===== src/rtl/wb_arbiter2.sv =====
// Two-master Wishbone arbiter: round-robin whole-cycle grants onto one slave port,
// with a slave-response watchdog that terminates hung cycles with an error.
module wb_arbiter2 #(
    parameter int unsigned TIMEOUT_CYCLES = 255
) (
    input  logic        clk_i,
    input  logic        rst_i,

    input  logic        m0_cyc_i,
    input  logic        m0_stb_i,
    input  logic        m0_we_i,
    input  logic [31:0] m0_adr_i,
    input  logic [31:0] m0_dat_i,
    input  logic [3:0]  m0_sel_i,
    output logic [31:0] m0_dat_o,
    output logic        m0_ack_o,
    output logic        m0_err_o,
    output logic        m0_rty_o,

    input  logic        m1_cyc_i,
    input  logic        m1_stb_i,
    input  logic        m1_we_i,
    input  logic [31:0] m1_adr_i,
    input  logic [31:0] m1_dat_i,
    input  logic [3:0]  m1_sel_i,
    output logic [31:0] m1_dat_o,
    output logic        m1_ack_o,
    output logic        m1_err_o,
    output logic        m1_rty_o,

    output logic        s_cyc_o,
    output logic        s_stb_o,
    output logic        s_we_o,
    output logic [31:0] s_adr_o,
    output logic [31:0] s_dat_o,
    output logic [3:0]  s_sel_o,
    input  logic [31:0] s_dat_i,
    input  logic        s_ack_i,
    input  logic        s_err_i,
    input  logic        s_rty_i,

    output logic [1:0]  grant_o,
    output logic        timeout_o
);

    // State encoding doubles as the one-hot grant vector.
    localparam logic [1:0] IDLE = 2'b00;
    localparam logic [1:0] GNT0 = 2'b01;
    localparam logic [1:0] GNT1 = 2'b10;

    localparam logic        WD_EN   = (TIMEOUT_CYCLES != 0);
    localparam logic [15:0] WD_LAST = 16'((TIMEOUT_CYCLES == 0) ? 0 : TIMEOUT_CYCLES - 1);

    logic [1:0]  state, state_nxt;
    logic        last, last_nxt;
    logic [15:0] wd, wd_nxt;

    logic        g_cyc, g_stb, g_we;
    logic [31:0] g_adr, g_dat;
    logic [3:0]  g_sel;
    logic        granted, s_term, expire;

    always_comb begin
        g_cyc = 1'b0;
        g_stb = 1'b0;
        g_we  = 1'b0;
        g_adr = '0;
        g_dat = '0;
        g_sel = '0;
        case (state)
            GNT0: begin
                g_cyc = m0_cyc_i;
                g_stb = m0_stb_i;
                g_we  = m0_we_i;
                g_adr = m0_adr_i;
                g_dat = m0_dat_i;
                g_sel = m0_sel_i;
            end
            GNT1: begin
                g_cyc = m1_cyc_i;
                g_stb = m1_stb_i;
                g_we  = m1_we_i;
                g_adr = m1_adr_i;
                g_dat = m1_dat_i;
                g_sel = m1_sel_i;
            end
            default: ;
        endcase
    end

    assign granted = (state == GNT0) || (state == GNT1);
    assign s_term  = s_ack_i | s_err_i | s_rty_i;
    // A slave termination in the expiry cycle takes priority over the watchdog.
    assign expire  = WD_EN && granted && g_stb && !s_term && (wd == WD_LAST) && !rst_i;

    always_comb begin
        s_cyc_o   = g_cyc & ~rst_i;
        s_stb_o   = g_stb & ~rst_i & ~expire;
        s_we_o    = g_we;
        s_adr_o   = g_adr;
        s_dat_o   = g_dat;
        s_sel_o   = g_sel;
        timeout_o = expire;
        m0_dat_o  = s_dat_i;
        m1_dat_o  = s_dat_i;
        m0_ack_o  = 1'b0;
        m0_err_o  = 1'b0;
        m0_rty_o  = 1'b0;
        m1_ack_o  = 1'b0;
        m1_err_o  = 1'b0;
        m1_rty_o  = 1'b0;
        if (!rst_i) begin
            if (state == GNT0) begin
                m0_ack_o = s_ack_i & ~expire;
                m0_err_o = s_err_i | expire;
                m0_rty_o = s_rty_i & ~expire;
            end
            if (state == GNT1) begin
                m1_ack_o = s_ack_i & ~expire;
                m1_err_o = s_err_i | expire;
                m1_rty_o = s_rty_i & ~expire;
            end
        end
    end

    always_comb begin
        state_nxt = state;
        last_nxt  = last;
        case (state)
            IDLE: begin
                if (m0_cyc_i && (!m1_cyc_i || last)) begin
                    state_nxt = GNT0;
                    last_nxt  = 1'b0;
                end else if (m1_cyc_i) begin
                    state_nxt = GNT1;
                    last_nxt  = 1'b1;
                end
            end
            GNT0:    if (!m0_cyc_i) state_nxt = IDLE;
            GNT1:    if (!m1_cyc_i) state_nxt = IDLE;
            default: state_nxt = IDLE;
        endcase
    end

    always_comb begin
        if (!WD_EN || !granted || !g_stb || s_term || expire)
            wd_nxt = '0;
        else
            wd_nxt = wd + 16'd1;
    end

    always_ff @(posedge clk_i) begin
        if (rst_i) begin
            state <= IDLE;
            last  <= 1'b1;
            wd    <= '0;
        end else begin
            state <= state_nxt;
            last  <= last_nxt;
            wd    <= wd_nxt;
        end
    end

    assign grant_o = state;

endmodule

===== config.mk =====
export PLATFORM = sky130hd
export DESIGN_NAME = wb_arbiter2
export DESIGN_NICKNAME = d
export VERILOG_FILES = /design/src/rtl/wb_arbiter2.sv
export SDC_FILE = /design/constraint.sdc
export NUM_CORES = 1
export LEC_CHECK = 0
export ABC_AREA = 1
export CAP_MARGIN = 20
export CORE_AREA = 4 4 122 124
export DETAILED_ROUTE_END_ITERATION = 10
export DIE_AREA = 0 0 126 128
export SYNTH_ARGS = -nofsm -noshare
export SYNTH_HDL_FRONTEND = slang
export SYNTH_SLANG_ARGS = --single-unit
export TNS_END_PERCENT = 50

===== constraint.sdc =====
create_clock -name clk_i -period 3.7 [get_ports clk_i]
set_clock_uncertainty 0.2 [all_clocks]
set_input_delay 0.555 -clock clk_i [delete_from_list [all_inputs] [get_ports clk_i]]
set_output_delay 0.555 -clock clk_i [all_outputs]
set_load 0.005 [all_outputs]

==> reports/results.ini <==
[outcome]
status = finished clean

[synth]
ys_seq_area_frac = 0.1460
syn_area_um2 = 2605
syn_nets = 665
syn_avg_cell_area_um2 = 5.416
synth_cell_types = 23
synth_edf_count = 0
synth_cells = 481
async_flop_share = 0
yosysWarnings = 0
yosys_register_bits = 19
synth_ff_type = dfxtp_1

[global_route]
grt_max_degree = 41
grt_pass1_vias = 3170
grt_pass1_wl_um = 17500
antenna_found_initial = 0
grt-ovfl-total = 0
grt_usage = 0.1349

[worst_hold_path]
holdPathEnd = wd[0]
holdCritPathClass = register to register
holdCritStartpoint = wd[0]
whs_path_depth = 1

[placement]
gp_congestion = 0.8605
portBuffers = 226
dp_hpwl_um = 9948
place_area_um2 = 4563

[detailed_routing]
first_pass_iters = 4
viasPerCell = 4.090
dr.first_iter.drc_count = 197
ant_nets = 0
drt_wl_total_um = 12010
wl_per_cell_um = 14.83
drc_errors = 0
via_count = 3313

[worst_setup_path]
crit_type = primary input to output port
endpoint_kind = output port
reg2reg_to = wd[9]
arrival_ps = 2320
cp.required_ps = 2940
crit_top_cell = clkdlybuf4s50_1
critical_path.slowest_cell = clkdlybuf4s50_1
critical_path.startpoint_type = primary input
path_max_fanout = 6
worstPathCellList = clkdlybuf4s50_1 -> nor2_1 -> nand2_2 -> nor2_4 -> nand3_1 -> a21oi_1 -> clkdlybuf4s50_1
r2r_start = grant_o[0]
ff2ff_setup_slack_ps = 1910
ff2ff_path_depth = 8
critical_path.max_stage_delay_ps = 520

[sta]
hold_viol = 0
final_max_slew_viol_count = 0
rsz0062_at_grt = false
worst_pin_slew_ps = 437.9
period_share = 0.8308
max_slew_margin = 0.7081
setup_viol = 0
fmax_ghz = 0.3253
finalWorstPathRequiredPeriod_ps = 3074
fin_tns_setup_ps = 0

[clock_tree]
cts_resized = 0
cts_tree = done
clock-root-buffer = clkbuf_16
cts_hold_buffers = 0
clk_pin_slew_ps = 50
cts-htree-levels = 1
cts_setup_buffers = 0
cts_buffers = 3
clkLatencyLatePin_ps = 250
cts_max_path_buffers = 2
cts_sinks = 19

[final_layout]
nets = 815
syn2layout_area_growth_pct = 78.24
final_cell_area_um2 = 4643
fillers = 1553
diodes = 0
drive_above_1_share = 0.03016

[floorplan]
die_area_um2 = 16130
core_um2 = 13770
fp.dieH_um = 128
io_pins = 323
fp.dieW_um = 126
start_util = 0.1891
num_rows = 43

[power_and_ir_drop]
ir_worst_vdd_mv = 0.1386
power.leakage_nw = 1.586
powerDensity_nw_per_um2 = 203.6

[flow_run]
max_cap_viol_count = 0

[cells by family (layout without fill, tap and decap cells)]
family	Yosys count	after routing	share of synthesized area
AOI/OAI and AO/OA	85	85	0.1647
buffers and inverters	117	266	0.2670
and+or+nand+nor	250	250	0.3814
adders and majority gates	5	5	0.02402
DFF	19	19	0.1460
xor gates and xnor gates	5	5	0.01681
[worst max-delay path by stage]
stage	start	to	slack, ps	cells after the start
2_1_floorplan	grant_o[0]	m0_err_o	1630	8
3_3_place_gp	rst_i	m0_err_o	660	7
3_5_place_dp	rst_i	m0_err_o	630	7
4_1_cts	rst_i	m0_err_o	620	7
5_1_grt	grant_o[1]	s_cyc_o	490	8
6_report	rst_i	m0_err_o	630	7
[cell type report]
class / instances / area, um^2 / share of cell area
timing repair buffer: 233 / 2315 / 0.4985
multi-input combinational: 345 / 1534 / 0.3304
inverter: 29 / 108.9 / 0.02344
clock inverter: 1 / 5.005 / 0.001078
sequential: 19 / 380.4 / 0.08192
clock buffer: 3 / 75.07 / 0.01617
tap: 180 / 225.2 / 0.04850
[worst max-delay path: cells and delay by family]
| kind | cells | cell delay [ps] |
|---|---|---|
| AOI/OAI and AO/OA | 1 | 170 |
| buffers and inverters | 2 | 1040 |
| and+or+nand+nor | 4 | 540 |
[synth_stat cells (2+ instances only)]
cell type	number	area, um^2
xor2_1	2	17.52
nand3_1	15	75.07
xnor2_1	3	26.28
nor2_1	39	146.4
nand2_2	3	18.77
buf_4	66	495.5
inv_1	28	105.1
clkbuf_1	20	75.07
a21oi_1	80	400.4
ha_1	5	62.56
nor3_1	2	10.01
nand4_1	4	25.02
o21ai_0	4	20.02
dfxtp_1	19	380.4
nand2_1	183	686.9
[metrics by stage]
stage	setup slack (ps)	hold WS (ps)	instances	total power [mW]	util
detailed placement	629.0	254.6	806	0.7364	0.3313
CTS	624.7	268.0	810	0.9654	0.3371
finish	626.2	257.3	810	0.9455	0.3371
floorplan	1628	229.6	481	0.4652	-
global placement	660.2	241.1	806	0.7346	0.3313
global route	492.1	300.5	810	1.009	0.3371
[per-layer routing]
metal  GRT usage  part of all wire
met2      0.2401              0.49
met3     0.07292              0.12
met4     0.01514            0.0065
met1      0.1464              0.38
met5           0                 0
[power by group]
| group | internal, mW | total, mW | switching [mW] |
|---|---|---|---|
| Combinational | 0.277 | 0.509 | 0.231 |
| Sequential | 0.209 | 0.213 | 0.00377 |
| Clock | 0.145 | 0.224 | 0.0790 |
[cell usage in the layout, fill, tap and decap left out]
cell type,Yosys,routed
xnor2_1,3,3
clkdlybuf4s50_1,0,226
nand2_1,183,183
clkbuf_16,0,3
nor3_1,2,2
a21oi_1,80,80
a21oi_2,1,1
nor2_4,1,1
nand2_2,3,3
o21ai_0,4,4
nor2_1,39,39
and3_1,1,1
inv_2,1,1
nand3_1,15,15
xor2_1,2,2
or2_0,1,1
inv_1,28,28
nand3b_1,1,1
clkinv_2,0,1
dfxtp_1,19,19
ha_1,5,3
nand4_1,4,4
ha_2,0,2
buf_4,66,7
[flip-flops by register name (all words and copies together), names as in the netlist]
signal	flops
wd	16
grant_o	2
last	1
Power figures use the tool's default switching activity.
